## config.mk

```make
export PLATFORM = sky130hd
export DESIGN_NAME = multicycle_controller
export DESIGN_NICKNAME = d
export VERILOG_FILES = /design/src/rtl/multicycle_controller_pkg.sv /design/src/rtl/multicycle_controller_decode.sv /design/src/rtl/multicycle_controller.sv
export SDC_FILE = /design/constraint.sdc
export NUM_CORES = 1
export LEC_CHECK = 0
export CAP_MARGIN = 0
export CORE_MARGIN = 4
export CORE_UTILIZATION = 46
export DETAILED_ROUTE_END_ITERATION = 8
export PLACE_DENSITY_LB_ADDON = 0.2
export REMOVE_ABC_BUFFERS = 1
export SYNTH_ARGS = -nofsm -noshare
export SYNTH_HDL_FRONTEND = slang
export SYNTH_SLANG_ARGS = --single-unit
```

## constraint.sdc

```tcl
create_clock -name clk -period 2.33 [get_ports clk]
set_clock_uncertainty 0.05 [all_clocks]
set_input_delay 0.466 -clock clk [delete_from_list [all_inputs] [get_ports clk]]
set_output_delay 0.466 -clock clk [all_outputs]
set_load 0.1 [all_outputs]
```

## src/rtl/multicycle_controller_pkg.sv

```systemverilog
// Shared encodings for the multicycle controller: opcodes, FSM states and ALU operations.
// The datapath and the testbench import the same definitions.
package multicycle_controller_pkg;

    typedef enum logic [2:0] {
        OP_LW  = 3'b000,
        OP_SW  = 3'b001,
        OP_BEQ = 3'b010,
        OP_BLT = 3'b011,
        OP_ADD = 3'b100,
        OP_SUB = 3'b101,
        OP_AND = 3'b110,
        OP_OR  = 3'b111
    } opcode_t;

    // Codes 10-15 are unused and recover to S_IDLE.
    typedef enum logic [3:0] {
        S_IDLE      = 4'd0,
        S_FETCH     = 4'd1,
        S_DECODE    = 4'd2,
        S_MEM_ADDR  = 4'd3,
        S_MEM_READ  = 4'd4,
        S_MEM_WB    = 4'd5,
        S_MEM_WRITE = 4'd6,
        S_EXECUTE   = 4'd7,
        S_ALU_WB    = 4'd8,
        S_BRANCH    = 4'd9
    } state_t;

    typedef enum logic [1:0] {
        ALU_ADD = 2'b00,
        ALU_SUB = 2'b01,
        ALU_AND = 2'b10,
        ALU_OR  = 2'b11
    } alu_op_t;

endpackage

```

## src/rtl/multicycle_controller_decode.sv

```systemverilog
// Combinational control decode: maps the current state and the captured opcode to the datapath strobes.
// Illegal state codes decode to all-zero outputs.
module controller_decode
    import multicycle_controller_pkg::*;
(
    input  state_t      state,
    input  opcode_t     opcode,
    input  logic        alu_zero,
    input  logic        alu_lt,
    output logic        ir_write,
    output logic        pc_write,
    output logic        pc_src,
    output logic        mem_read,
    output logic        mem_write,
    output logic        reg_write,
    output logic        mem_to_reg,
    output logic        alu_src,
    output logic [1:0]  alu_op,
    output logic        busy
);

    always_comb begin
        ir_write   = 1'b0;
        pc_write   = 1'b0;
        pc_src     = 1'b0;
        mem_read   = 1'b0;
        mem_write  = 1'b0;
        reg_write  = 1'b0;
        mem_to_reg = 1'b0;
        alu_src    = 1'b0;
        alu_op     = ALU_ADD;
        busy       = 1'b0;
        case (state)
            S_IDLE: ;
            S_FETCH: begin
                busy     = 1'b1;
                ir_write = 1'b1;
                pc_write = 1'b1;
            end
            S_DECODE: busy = 1'b1;
            S_MEM_ADDR: begin
                busy    = 1'b1;
                alu_src = 1'b1;
            end
            S_MEM_READ: begin
                busy     = 1'b1;
                mem_read = 1'b1;
            end
            S_MEM_WB: begin
                busy       = 1'b1;
                reg_write  = 1'b1;
                mem_to_reg = 1'b1;
            end
            S_MEM_WRITE: begin
                busy      = 1'b1;
                mem_write = 1'b1;
            end
            // ALU opcodes carry the operation in their low two bits.
            S_EXECUTE: begin
                busy   = 1'b1;
                alu_op = opcode[1:0];
            end
            S_ALU_WB: begin
                busy      = 1'b1;
                alu_op    = opcode[1:0];
                reg_write = 1'b1;
            end
            S_BRANCH: begin
                busy     = 1'b1;
                alu_op   = ALU_SUB;
                pc_src   = 1'b1;
                pc_write = (opcode == OP_BLT) ? alu_lt : alu_zero;
            end
            default: ;
        endcase
    end

endmodule

```

## src/rtl/multicycle_controller.sv

```systemverilog
// Multicycle CPU controller: state register, captured opcode and retired-instruction counter.
// run is a level enable: it is sampled at IDLE and at each retire state, so an in-flight instruction always completes.
module multicycle_controller
    import multicycle_controller_pkg::*;
#(
    parameter logic [15:0] INSTR_LIMIT = 16'd0
) (
    input  logic        clk,
    input  logic        reset,
    input  logic        run,
    input  logic [2:0]  opcode,
    input  logic        alu_zero,
    input  logic        alu_lt,
    output logic        ir_write,
    output logic        pc_write,
    output logic        pc_src,
    output logic        mem_read,
    output logic        mem_write,
    output logic        reg_write,
    output logic        mem_to_reg,
    output logic        alu_src,
    output logic [1:0]  alu_op,
    output logic [3:0]  state,
    output logic        busy,
    output logic [15:0] instr_count,
    output logic        done
);

    state_t      state_q;
    opcode_t     opcode_q;
    logic [15:0] count_q;
    logic        done_q;
    logic        halted_q;

    logic [15:0] count_next;
    logic        limit_hit;

    assign count_next = count_q + 16'd1;
    assign limit_hit  = (INSTR_LIMIT != 16'd0) && (count_next == INSTR_LIMIT);

    always_ff @(posedge clk) begin
        if (reset) begin
            state_q  <= S_IDLE;
            opcode_q <= OP_LW;
            count_q  <= 16'd0;
            done_q   <= 1'b0;
            halted_q <= 1'b0;
        end else begin
            done_q <= 1'b0;
            case (state_q)
                S_IDLE: begin
                    // Once the limit is reached only reset can restart sequencing.
                    if (run && !halted_q) state_q <= S_FETCH;
                end
                S_FETCH: state_q <= S_DECODE;
                S_DECODE: begin
                    opcode_q <= opcode_t'(opcode);
                    if (opcode[2])                state_q <= S_EXECUTE;
                    else if (opcode[1:0] == 2'b00 || opcode[1:0] == 2'b01)
                        state_q <= (opcode[1]) ? S_BRANCH : S_MEM_ADDR;
                    else                          state_q <= S_BRANCH;
                end
                S_MEM_ADDR: state_q <= (opcode_q == OP_SW) ? S_MEM_WRITE : S_MEM_READ;
                S_MEM_READ: state_q <= S_MEM_WB;
                S_EXECUTE:  state_q <= S_ALU_WB;
                S_MEM_WB, S_MEM_WRITE, S_ALU_WB, S_BRANCH: begin
                    count_q <= count_next;
                    done_q  <= limit_hit;
                    if (limit_hit) halted_q <= 1'b1;
                    state_q <= (run && !limit_hit) ? S_FETCH : S_IDLE;
                end
                default: state_q <= S_IDLE;
            endcase
        end
    end

    controller_decode u_decode (
        .state      (state_q),
        .opcode     (opcode_q),
        .alu_zero   (alu_zero),
        .alu_lt     (alu_lt),
        .ir_write   (ir_write),
        .pc_write   (pc_write),
        .pc_src     (pc_src),
        .mem_read   (mem_read),
        .mem_write  (mem_write),
        .reg_write  (reg_write),
        .mem_to_reg (mem_to_reg),
        .alu_src    (alu_src),
        .alu_op     (alu_op),
        .busy       (busy)
    );

    assign state       = state_q;
    assign instr_count = count_q;
    assign done        = done_q;

endmodule
```

# --- Word level (Yosys, flattened, before mapping) ---
# Index checks and enable logic that the tools add are counted.
word_totals:
  register_bits: 23
  inputBits: 8
  out_inout_bits: 32
  elab_cells: 42
op_classes:
  addsub: 1
  n_eq_ne: 13
  muxes: 18
  reduce_logical: 7
ops:
  columns: ["operator", "n"]
  rows:
  - ["$pmux W4 S7", 1]
  - ["$add A16 B1 Y16 const B", 1]
  - ["$eq A4 B3 Y1 const B", 4]
  - ["$mux W4", 4]
  - ["$mux W1", 10]
  - ["$reduce_or A9 Y1", 1]
  - ["$eq A4 B2 Y1 const B", 2]
  - ["$eq A4 B4 Y1 const B", 2]
  - ["$eq A4 B1 Y1 const B", 1]
  - ["$logic_not A4 Y1", 1]
  - ["$pmux W2 S2", 1]
  - ["$reduce_or A2 Y1", 2]
  - ["$reduce_or A4 Y1", 1]
  - ["$eq A3 B1 Y1 const B", 1]
  - ["$eq A3 B2 Y1 const B", 1]
  - ["$eq A2 B1 Y1 const B", 1]
  - ["$logic_not A2 Y1", 1]
  - ["$mux W2", 1]
  - ["$ne A2 B2 Y1 const B", 1]
  - ["$pmux W1 S2", 1]
  - ["$logic_or A1 B1 Y1", 1]

# --- Logic depth before layout (Yosys ltp) ---
depth:
  depth_word: 5
  ltp_mapped: 7
  mapped_depth_nobuf: 5

# --- Cells and area by module ---
# A second synthesis with hierarchy kept.
hier_totals:
  cells_unflattened: 164
  hier_area_um2: 1367.6
modules_own_cells:
  columns: ["module", "n_inst", "cells_each", "area_per_inst_um2", "seq_area_each_um2"]
  rows:
  - ["multicycle_controller", 1, 139, 1197.4, 460.4]
  - ["controller_decode", 1, 25, 170.2, 0.0]

# --- Worst setup path before layout ---
# No wires, ideal clock.
synth_timing:
  kind: "register -> output"
  from: "register state_q[2], in the netlist state[2]"
  to: "output port mem_read"
  t_arrival_ns: 4.333
  t_required_ns: 1.814
  slack_ns: -2.519
  path_stages_with_launch: 4
  path_buffers: 1
  path_cell_list: "dfxtp_1 > clkbuf_1 > inv_1 > nor4_1"
synth_between:
  elab_chain_cells: 2
synth_rtl:
  columns: ["item", "line", "source"]
  rows:
  - ["start, declared", "multicycle_controller.sv:29", "state_t state_q;"]
  - ["start signal, assigned", "multicycle_controller.sv:60", "state_q <= (opcode[1]) ? S_BRANCH : S_MEM_ADDR;"]
  - ["start signal, assigned", "multicycle_controller.sv:63", "S_MEM_ADDR: state_q <= (opcode_q == OP_SW) ? S_MEM_WRITE : S_MEM_READ;"]
  - ["start signal, assigned", "multicycle_controller.sv:70", "state_q <= (run && !limit_hit) ? S_FETCH : S_IDLE;"]
  - ["$eq A4 B3 Y1", "multicycle_controller_decode.sv:33", "case (state)"]
  - ["$mux W1", "multicycle_controller_decode.sv:33", null]
  - ["end, declared", "multicycle_controller.sv:17", "output logic mem_read,"]
# Every way passes these cells.

# --- Final worst setup path ---
layout_timing:
  from: "register state_q[2], in the netlist state[2]"
  to: "output port reg_write"
layout_between:
  elab_chain_cells: 3
  word_cells_on_any_way: 4
  classes_between: "eq/ne: 2; mux: 1; reduce/logical: 1"
layout_rtl:
  columns: ["item", "line", "source"]
  rows:
  - ["$eq A4 B3 Y1 / $eq A4 B4 Y1 (equally long branches)", "multicycle_controller_decode.sv:33", null]
  - ["$reduce_or A2 Y1 (no line) (*)", null, null]
  - ["$mux W1 (*)", "multicycle_controller_decode.sv:33", null]
  - ["end, declared", "multicycle_controller.sv:19", "output logic reg_write,"]
# Every way passes the cells marked *; elsewhere a longest branch is shown, timed or not.

==> key figures <==
Outcome
  – Outcome: completed

Floorplan
  – Die W: 61.1 um
  – Die area: 0.00373 mm^2
  – Std-Cell Rows: 18
  – Initial Util: 50.1%
  – CORE AREA: 0.00259 mm^2
  – I/O Pins: 40
  – Die height: 61.1 um

Power and ir drop
  – Power per Cell Area: 425 mW/mm^2
  – Leak pwr: 0.000694 uW
  – Maximum VDD drop: 0.000314 V

Worst setup path
  – Worst setup SP type: flop
  – CP Data Arrival Time: 1.67 ns
  – Crit path required time: 1.81 ns
  – Origin of the worst setup path: state[2]$_SDFFE_PP0P_
  – Crit path max fanout: 8
  – Worst flop-to-flop path startpoint: state[3]$_SDFFE_PP0P_
  – Worst setup EP type: primary output
  – Crit Path Class: reg2out

Routing
  – Pre-antenna DRT Iters: 4
  – Final WL: 3.08 mm
  – Remaining antenna violation count: 0
  – Vias per cell: 5.55
  – Vias post-DR: 1243
  – DRC violations left: 0
  – WL/cell: 13.8 um
  – DRT iter0 DRCs: 75

Place
  – Final GP Congestion: 0.829
  – Placed standard-cell area: 0.00178 mm^2
  – DP HPWL: 2.36 mm
  – Placed insts: 219
  – IO buf count: 38

Flow run
  – Max Cap Viol: 0

Timing
  – Min Hold Slack: 0.458 ns
  – Final slew viol count: 0
  – Final setup fails: 0
  – Unrepaired setup endpoints after global routing: no
  – Setup TNS: 0 ns
  – Least-Margin Pin Slew: 0.516 ns
  – Crit path time final: 2.19 ns
  – Fmax achieved: 0.457 GHz
  – Rel. slew slack: 65.3%
  – Tcrit/Tclk final: 93.9%
  – Final hold violations: 0

Final layout
  – Finished Layout Cells: 224
  – N_diodes: 0
  – Final Cell Area: 0.00183 mm^2
  – Layout cell share with drive strength beyond 1: 26.8%
  – Most frequent cells in the layout: buf_4, dfxtp_1, nor2_1, a21oi_1, buf_12
  – Area Overhead vs Synth: 40.7%
  – Layout net count: 204
  – Commonest non-fill, non-tap cell in the layout: buf_4

Global route
  – Largest net degree at the start of global routing: 21
  – GRT Total Usage: 17.4%
  – First-pass GRT wire length: 5.06 mm
  – Via count of the first global-routing pass: 1177
  – Antenna violations before repair: 0
  – Remaining global-route overflow: 0

Yosys
  – Yosys Warn Count: 0
  – Cell Area, Synth: 0.00130 mm^2
  – Synth Instances: 155
  – Flops & latches, synth: 23
  – Ys flop type: dfxtp_1
  – Share of the yosys chip area belonging to registers: 35.5%
  – Netlist cell types: 38
  – Asr flop ratio synth: 0%
  – Post-synth EDFFs: 0
  – Avg Cell Area, Syn: 8.37 um^2

CTS
  – Root buf cell: clkbuf_4
  – Clock sink count: 23
  – # hold bufs at CTS: 0
  – Clock-pin transition on the worst setup and hold timing paths: 0.12 ns
  – TritonCTS Buffers: 3
  – Worst-Skew Late Latency: 0.30 ns
  – Clock Tree Buf Depth: 2
  – CTS tree: yes
  – H-Tree Depth: 1

Hold path
  – Worst hold path class: reg2reg
  – Min-delay src: instr_count[14]$_SDFFE_PP0P_
==> report_power, final <==
group          internal (uW)  switching (uW)  total [uW]
combinational           65.3             126         191
clock                   63.9             113         177
sequential               399            8.08         407
==> critical path, stage by stage, from the launching register on <==
cell	delay, ns
dfxtp_1	0.48
buf_4	0.21
nand2_1	0.09
o22a_1	0.20
nor2_1	0.18
buf_12	0.21
==> cells by family (layout without fill, tap and decap cells) <==
| group | count (synthesis) | in the layout | share of synthesized area (%) |
|---|---|---|---|
| buf+inv | 16 | 55 | 6.65 |
| flops | 23 | 23 | 35.5 |
| other cells | 1 | 1 | 0.289 |
| compound gates | 42 | 42 | 21.7 |
| xor+xnor | 4 | 4 | 2.70 |
| mux | 5 | 5 | 3.86 |
| fa+ha+maj | 1 | 1 | 0.964 |
| simple gates | 63 | 63 | 28.4 |
==> layer usage <==
| metal | GRT usage, % | vias up | share of wire [%] |
|---|---|---|---|
| met3 | 3.77 | 2 | 5.4 |
| met2 | 31.6 | 29 | 50 |
| met1 | 21.3 | 569 | 44 |
| met4 | 2.79 | 0 | 0.42 |
| met5 | 0 | - | 0 |
| li1 | - | 643 | - |
==> stage by stage <==
step / total power [uW] / setup WS, ns / util, %
floorplan: 529 / -2.48 / -
global placement: 601 / 0.221 / 68.6
detailed placement: 603 / 0.178 / 68.6
CTS: 783 / 0.00140 / 69.7
global route: 815 / 0.0185 / 70.5
finish: 776 / 0.143 / 70.5
==> final cells by class <==
cell class | count | area [um^2]
Sequential cell | 23 | 463
Tap cell | 30 | 37.5
Clock buffer | 3 | 22.5
Inverter | 4 | 15.0
Timing Repair Buffer | 47 | 520
Multi-Input combinational cell | 116 | 762
Clock inverter | 1 | 5.00
Fill cell | 206 | 764
==> timing repair <==
| item | CTS | global route |
|---|---|---|
| setup endpoints to repair | 0 | 5 |
| endpoints found under the hold margin | 0 | 0 |
| resized for setup | 0 | 5 |
| buffers inserted | 0 | 1 |
==> synthesized netlist by cell type, drive strengths merged (4+ instances only) <==
cell type,number,area (um^2)
clkbuf,5,18.8
dfxtp,23,460
nor3,4,20.0
o31ai,8,65.1
a21oi,15,75.1
nand2,7,26.3
xor2,4,35.0
nand2b,4,25.0
nor2,15,56.3
mux2i,5,50.1
buf,7,52.5
inv,4,15.0
or4,5,37.5
or3,8,50.1
o21ai,9,45.0
==> flip-flops by register name, summed over array words and instances, names as in the netlist <==
signal and count:
instr_count 16, state 4, opcode_q 3
==> worst paths after layout <==
| check | end | slack [ns] | cells past startpoint |
|---|---|---|---|
| hold / removal | instr_count[14]$_SDFFE_PP0P_ | 0.46 | 2 |
| setup / recovery | reg_write | 0.14 | 5 |
| hold reg to reg | instr_count[14]$_SDFFE_PP0P_ | 0.46 | 2 |
| setup reg to reg | instr_count[15]$_SDFFE_PP0P_ | 0.29 | 5 |
Note: power is estimated with default switching activity, not from simulation.
